<file path="config.mk">
export PLATFORM = sky130hd
export DESIGN_NAME = if_id_buffer
export DESIGN_NICKNAME = d
export VERILOG_FILES = /design/src/rtl/if_id_buffer_pkg.sv /design/src/rtl/cla_32.sv /design/src/rtl/if_id_entry.sv /design/src/rtl/mux_n.sv /design/src/rtl/register_n.sv /design/src/rtl/if_id_buffer.sv
export SDC_FILE = /design/constraint.sdc
export NUM_CORES = 1
export LEC_CHECK = 0
export ABC_AREA = 1
export BUFFER_PORTS_ARGS = -buffer_cell sky130_fd_sc_hd__buf_4
export CAP_MARGIN = 20
export CORE_UTILIZATION = 58
export DETAILED_ROUTE_END_ITERATION = 16
export PLACE_DENSITY = 0.8
export SETUP_SLACK_MARGIN = 0.1
export SLEW_MARGIN = 20
export SYNTH_ARGS = -nofsm -noshare
export SYNTH_HDL_FRONTEND = slang
export SYNTH_SLANG_ARGS = --single-unit
</file>
<file path="constraint.sdc">
create_clock -name clk -period 4.3 [get_ports clk]
set_input_delay 0.86 -clock clk [delete_from_list [all_inputs] [get_ports clk]]
set_output_delay 0.86 -clock clk [all_outputs]
set_load 0.1 [all_outputs]
</file>
<file path="src/rtl/if_id_buffer_pkg.sv">
// Shared constants for the fetch/decode decoupling buffer.
package if_id_buffer_pkg;

    localparam logic [31:0] NOP_INST      = 32'h0000_0000;
    localparam logic [31:0] PC_INCR       = 32'd4;
    localparam int          IF_ID_ENTRY_W = 64;

endpackage : if_id_buffer_pkg

</file>
<file path="src/rtl/cla_32.sv">
// 32-bit carry-lookahead adder: eight 4-bit lookahead groups chained on group carry.
module CLA_32 (
    input  logic [31:0] a,
    input  logic [31:0] b,
    input  logic        c_in,
    output logic [31:0] sum,
    output logic        c_out
);

    // One 4-bit lookahead group; returns {carry_out, sum[3:0]}.
    function automatic logic [4:0] cla4(input logic [3:0] x, input logic [3:0] y, input logic ci);
        logic [3:0] g;
        logic [3:0] p;
        logic [4:0] c;
        g    = x & y;
        p    = x ^ y;
        c[0] = ci;
        c[1] = g[0] | (p[0] & ci);
        c[2] = g[1] | (p[1] & g[0]) | (p[1] & p[0] & ci);
        c[3] = g[2] | (p[2] & g[1]) | (p[2] & p[1] & g[0]) | (p[2] & p[1] & p[0] & ci);
        c[4] = g[3] | (p[3] & g[2]) | (p[3] & p[2] & g[1]) | (p[3] & p[2] & p[1] & g[0])
             | (p[3] & p[2] & p[1] & p[0] & ci);
        return {c[4], p ^ c[3:0]};
    endfunction

    logic [8:0] grp_c_s;
    logic [4:0] grp_r_s [8];

    assign grp_c_s[0] = c_in;

    for (genvar gi = 0; gi < 8; gi++) begin : g_grp
        assign grp_r_s[gi]       = cla4(a[4*gi +: 4], b[4*gi +: 4], grp_c_s[gi]);
        assign sum[4*gi +: 4]    = grp_r_s[gi][3:0];
        assign grp_c_s[gi + 1]   = grp_r_s[gi][4];
    end

    assign c_out = grp_c_s[8];

endmodule : CLA_32

</file>
<file path="src/rtl/if_id_entry.sv">
// One {pc, instruction} slot of the fetch/decode buffer.
module if_id_entry
    import if_id_buffer_pkg::*;
(
    input  logic                     clk,
    input  logic                     reset,
    input  logic                     wr_en,
    input  logic [IF_ID_ENTRY_W-1:0] d,
    output logic [IF_ID_ENTRY_W-1:0] q
);

    register_n #(.N(IF_ID_ENTRY_W)) u_reg (
        .clk   (clk),
        .reset (reset),
        .wr_en (wr_en),
        .d     (d),
        .q     (q)
    );

endmodule : if_id_entry

</file>
<file path="src/rtl/mux_n.sv">
// Generic N-bit 2:1 multiplexer; sel = 0 selects a.
module mux_n #(
    parameter int N = 32
) (
    input  logic         sel,
    input  logic [N-1:0] a,
    input  logic [N-1:0] b,
    output logic [N-1:0] y
);

    // Pure select, no storage.
    always_comb begin
        if (sel) begin
            y = b;
        end else begin
            y = a;
        end
    end

endmodule : mux_n

</file>
<file path="src/rtl/register_n.sv">
// Generic N-bit register with synchronous active-high clear and write enable.
module register_n #(
    parameter int N = 32
) (
    input  logic         clk,
    input  logic         reset,
    input  logic         wr_en,
    input  logic [N-1:0] d,
    output logic [N-1:0] q
);

    logic [N-1:0] data_q;

    // Clear on reset, load on write enable, otherwise hold.
    always_ff @(posedge clk) begin
        if (reset) begin
            data_q <= {N{1'b0}};
        end else if (wr_en) begin
            data_q <= d;
        end else begin
            data_q <= data_q;
        end
    end

    assign q = data_q;

endmodule : register_n

</file>
<file path="src/rtl/if_id_buffer.sv">
// Fetch-to-decode decoupling FIFO of {pc, instruction} pairs with valid/ready
// on both sides. Flush (taken redirect) and reset empty it; outputs show a
// NOP bubble at pc 0 whenever the buffer is empty.
module if_id_buffer
    import if_id_buffer_pkg::*;
#(
    parameter int DEPTH = 4,
    parameter int PTR_W = 2
) (
    input  logic         clk,
    input  logic         reset,
    input  logic         flush,
    input  logic         in_valid,
    input  logic [31:0]  in_pc,
    input  logic [31:0]  in_inst,
    output logic         in_ready,
    output logic         out_valid,
    output logic [31:0]  out_pc,
    output logic [31:0]  out_pc4,
    output logic [31:0]  out_inst,
    input  logic         out_ready,
    output logic [PTR_W:0] count
);

    localparam logic [PTR_W:0] FULL_COUNT = (PTR_W + 1)'(DEPTH);

    logic [PTR_W-1:0] wr_ptr_q, wr_ptr_d;
    logic [PTR_W-1:0] rd_ptr_q, rd_ptr_d;
    logic [PTR_W:0]   count_q,  count_d;

    logic                     push_s;
    logic                     pop_s;
    logic [DEPTH-1:0]         wr_en_s;
    logic [IF_ID_ENTRY_W-1:0] wr_data_s;
    logic [IF_ID_ENTRY_W-1:0] entry_s [DEPTH];
    logic [IF_ID_ENTRY_W-1:0] head_s;
    logic                     pc4_cout_unused_s;

    // Ready/valid come straight from registered occupancy: no out_ready -> in_ready path.
    assign in_ready  = (count_q != FULL_COUNT);
    assign out_valid = (count_q != {(PTR_W + 1){1'b0}});
    assign push_s    = in_valid & in_ready;
    assign pop_s     = out_valid & out_ready;
    assign wr_data_s = {in_pc, in_inst};
    assign count     = count_q;

    // Storage slots; a flush-cycle word is the wrong-path word and is never written.
    for (genvar i = 0; i < DEPTH; i++) begin : g_entry
        assign wr_en_s[i] = push_s & ~flush & (wr_ptr_q == PTR_W'(i));
        if_id_entry u_entry (
            .clk   (clk),
            .reset (reset),
            .wr_en (wr_en_s[i]),
            .d     (wr_data_s),
            .q     (entry_s[i])
        );
    end

    // Read-side DEPTH:1 mux tree; level l picks between sibling pairs using rd_ptr bit l.
    for (genvar l = 0; l < PTR_W; l++) begin : g_lvl
        localparam int NODES = DEPTH >> (l + 1);
        logic [IF_ID_ENTRY_W-1:0] y_s [NODES];
        for (genvar j = 0; j < NODES; j++) begin : g_node
            if (l == 0) begin : g_leaf
                mux_n #(.N(IF_ID_ENTRY_W)) u_mux (
                    .sel (rd_ptr_q[l]),
                    .a   (entry_s[2*j]),
                    .b   (entry_s[2*j + 1]),
                    .y   (y_s[j])
                );
            end else begin : g_inner
                mux_n #(.N(IF_ID_ENTRY_W)) u_mux (
                    .sel (rd_ptr_q[l]),
                    .a   (g_lvl[l-1].y_s[2*j]),
                    .b   (g_lvl[l-1].y_s[2*j + 1]),
                    .y   (y_s[j])
                );
            end
        end
    end

    assign head_s = g_lvl[PTR_W-1].y_s[0];

    // Empty buffer presents a NOP bubble at pc 0, regardless of stale slot contents.
    always_comb begin
        out_pc   = 32'h0000_0000;
        out_inst = NOP_INST;
        if (out_valid) begin
            out_pc   = head_s[63:32];
            out_inst = head_s[31:0];
        end else begin
            out_pc   = 32'h0000_0000;
            out_inst = NOP_INST;
        end
    end

    // Branch-target helper: head pc + 4, carry-out dropped (wraps modulo 2^32).
    CLA_32 u_pc4_add (
        .a     (out_pc),
        .b     (PC_INCR),
        .c_in  (1'b0),
        .sum   (out_pc4),
        .c_out (pc4_cout_unused_s)
    );

    // Next pointer/occupancy: flush drops everything, else apply push/pop.
    always_comb begin
        wr_ptr_d = wr_ptr_q;
        rd_ptr_d = rd_ptr_q;
        count_d  = count_q;
        if (flush) begin
            wr_ptr_d = {PTR_W{1'b0}};
            rd_ptr_d = {PTR_W{1'b0}};
            count_d  = {(PTR_W + 1){1'b0}};
        end else begin
            case ({push_s, pop_s})
                2'b10: begin
                    wr_ptr_d = wr_ptr_q + PTR_W'(1);
                    count_d  = count_q + (PTR_W + 1)'(1);
                end
                2'b01: begin
                    rd_ptr_d = rd_ptr_q + PTR_W'(1);
                    count_d  = count_q - (PTR_W + 1)'(1);
                end
                2'b11: begin
                    wr_ptr_d = wr_ptr_q + PTR_W'(1);
                    rd_ptr_d = rd_ptr_q + PTR_W'(1);
                end
                default: begin
                    wr_ptr_d = wr_ptr_q;
                    rd_ptr_d = rd_ptr_q;
                    count_d  = count_q;
                end
            endcase
        end
    end

    // Pointer/occupancy state; reset has priority over flush and handshakes.
    always_ff @(posedge clk) begin
        if (reset) begin
            wr_ptr_q <= {PTR_W{1'b0}};
            rd_ptr_q <= {PTR_W{1'b0}};
            count_q  <= {(PTR_W + 1){1'b0}};
        end else begin
            wr_ptr_q <= wr_ptr_d;
            rd_ptr_q <= rd_ptr_d;
            count_q  <= count_d;
        end
    end

endmodule : if_id_buffer

</file>
==> flow_summary.ini <==
[flow_run]
cap_violations = 0

[clock_tree]
htree_levels = 1
cts.sinks = 263
path_clk_slew_ns = 0.06
worstSkewPairLatency_ns = 0.53
clockRootBuffer = clkbuf_16
cts_tree = built
clk_path_buf_depth = 3
cts_buffers = 27

[critical_path]
required_ns = 3.44
startpoint_type = flip-flop
crit_arrival_ns = 3.17
crit_type = reg -> out
crit_fanout = 34
end_kind = primary output

[route]
routed-via-count = 12100
wl_um = 35300
drt.antenna.violating_nets = 0
drt-vias-per-instance = 5.87
drt-pass1-iter-count = 5
drtIter0Drc = 1272
wire_per_inst_um = 17.1
drc = 0

[floorplanning]
die_w_um = 147
coreArea_um2 = 20400
io_pins = 170
start_util_pct = 59.8
fp.dieH_um = 147
die_area_um2 = 21700
num_rows = 52

[placed_design]
io_buffers = 169
place_congestion = 0.880
place_area_um2 = 13700
detailed_place_hpwl_um = 20600

[power_and_ir_drop]
irDropWorstVdd_uv = 283
internal-power_w = 0.00392
leakagePower_nw = 5.29
switching_power_w = 0.00145
sw_frac_of_total_pct = 27.0
pwr-share-comb_pct = 12.4
power.density_nw_per_um2 = 365
power_w = 0.00537
clkPwrFrac_pct = 40.8
seq_power_share_pct = 46.9

[yosys]
synth_nets = 1773
yosysSeqAreaShare_pct = 43.1
ys_ff_latch = 263
syn_inst = 1690
synth_area_um2 = 12200
synthesis.area_per_instance_um2 = 7.23
ys_types = 36
yosysWarnings = 0

[layout]
fin_area_um2 = 14700
postLayoutCoreUtil_pct = 71.9
multi_input_area_um2 = 6050
n_antenna_cell = 0
syn2layout_area_growth_pct = 20.2
layout.nets = 1855
mostFrequentLayoutCells = a21oi_1 (403), dfxtp_1 (258), nand2_1 (216), o21ai_0 (215), buf_4 (191)
final_layout_size_suffix_gt1_share_pct = 18.8
register_area_um2 = 5280
final_common_cell = a21oi_1
fillerInstances = 1687

[sta]
fin_skew_ns = 0.00863
hold_viol_final = 0
fin_crit_ns = 4.03
hold_ws_ns = 0.450
drv_slew = 0
setup_viol = 0
fin_crit_sh_pct = 93.6
max_freq_mhz = 248
maxSlewHeadroom_pct = 33.2
rsz0062_at_grt = no
tightest_slew_ns = 1.00

[global_routing]
grtUsageTotal_pct = 31.5
grt_pass1_vias = 10900
grt_max_degree = 108
grt_pass1_wl_um = 56000
grt.overflow.total = 0
antenna_found_initial = 0

[min_path]
min_path_type = reg -> reg

[outcome]
status = finished, final reports clean
[critical path, cell delays in order, from the launching register on]
cell     delay [ns]
dfxtp_4        0.40
inv_8          0.11
a21oi_1        0.16
o21ai_1        0.12
a21oi_4        0.17
ha_2           0.21
nand2_2        0.06
nor2_4         0.14
nand3_4        0.12
nor2_4         0.15
nand2_4        0.09
nor2_4         0.12
nand2_2        0.09
nor3_2         0.12
ha_2           0.24
xnor2_4        0.13
buf_12         0.19
[what timing repair did]
item                                    in CTS  in global routing
gates resized for setup                      7                 12
pin swaps                                    0                  1
endpoints found under the setup margin       6                 13
cloned                                       0                  2
hold buffers                                 0                  0
buffers inserted                             0                  3
[kinds of logic after synthesis]
group | after synthesis | synth area share, %
and+or+nand+nor | 465 | 17.5
DFF | 263 | 43.1
adders and majority gates | 14 | 1.49
xor gates and xnor gates | 14 | 1.00
buffers and inverters | 295 | 10.4
AOI/OAI and AO/OA | 639 | 26.6
[flip-flops by register name, summed over array words and instances (netlist names)]
signal,flops
rd_ptr_q,2
wr_ptr_q,2
g_entry.u_entry.u_reg.q,256
count,3
[cell type report]
type                            count  area share [%]
Timing Repair Buffer              201            11.2
Sequential cell                   263            35.9
Inverter                          147            3.81
Multi-Input combinational cell   1132            41.2
Clock inverter                      7           0.238
Tap cell                          270            2.30
Clock buffer                       36            5.30
[metal layers]
| metal | vias up | wire, um | track usage (%) |
|---|---|---|---|
| met5 | - | 0 | 0 |
| met4 | 0 | 833 | 9.23 |
| met3 | 68 | 3210 | 4.78 |
| met2 | 575 | 16900 | 52.7 |
| met1 | 5602 | 14300 | 41.9 |
| li1 | 5832 | - | - |
[through the flow]
stage / instances / setup slack (ns) / setup TNS (ns)
6_report: 2056 / 0.273 / 0
5_1_grt: 2056 / 0.100 / 0
4_1_cts: 2051 / 0.0918 / 0
3_5_place_dp: 2008 / 0.497 / 0
3_3_place_gp: 2008 / 0.587 / 0
2_1_floorplan: 1690 / -1.14 / -5.92
[power groups by stage]
stage | clock, W | combinational, W | sequential, W
6_report | 0.00219 | 0.000663 | 0.00251
5_1_grt | 0.00231 | 0.000709 | 0.00252
4_1_cts | 0.00221 | 0.000649 | 0.00251
3_5_place_dp | 0 | 0.000645 | 0.00257
3_3_place_gp | 0 | 0.000637 | 0.00257
2_1_floorplan | 0 | 0.000447 | 0.00257
[Yosys cell counts]
| library cell | number | area share (%) |
|---|---|---|
| buf_8 | 2 | 0.25 |
| nor3_1 | 1 | 0.041 |
| inv_8 | 1 | 0.092 |
| nor2_1 | 31 | 0.95 |
| a21oi_2 | 4 | 0.29 |
| nand2_2 | 8 | 0.41 |
| o22ai_2 | 1 | 0.10 |
| ha_1 | 13 | 1.3 |
| buf_6 | 8 | 0.74 |
| nand2_1 | 225 | 6.9 |
| nand3_2 | 9 | 0.74 |
| dfxtp_1 | 263 | 43 |
| buf_1 | 8 | 0.25 |
| nand3b_1 | 1 | 0.061 |
| a221oi_2 | 1 | 0.12 |
| buf_12 | 1 | 0.16 |
| and2_1 | 1 | 0.051 |
| o21ai_1 | 4 | 0.16 |
| nor2_2 | 8 | 0.41 |
| a21oi_4 | 1 | 0.13 |
| a21oi_1 | 407 | 17 |
| fa_1 | 1 | 0.16 |
| buf_2 | 30 | 1.2 |
| nor2_4 | 4 | 0.37 |
| xor2_1 | 10 | 0.72 |
| xnor2_1 | 4 | 0.29 |
| o21ai_0 | 219 | 9.0 |
| nand3_1 | 170 | 7.0 |
| nor3_2 | 3 | 0.25 |
| clkbuf_1 | 95 | 2.9 |
| inv_2 | 7 | 0.21 |
| o211ai_1 | 2 | 0.12 |
| nor3_4 | 2 | 0.27 |
| inv_1 | 139 | 4.3 |
| nand4_1 | 2 | 0.10 |
| buf_4 | 4 | 0.25 |
[worst paths after layout]
kind	start	end	slack, ns	depth (start not counted)
min reg2reg	g_entry[1].u_entry.u_reg.q[36]	g_entry[1].u_entry.u_reg.q[36]	0.45	2
max	rd_ptr_q[0]	out_pc4[29]	0.27	16
max reg2reg	count[1]	g_entry[1].u_entry.u_reg.q[32]	1.71	8
min	g_entry[1].u_entry.u_reg.q[36]	g_entry[1].u_entry.u_reg.q[36]	0.45	2
Power figures use the tool's default switching activity.
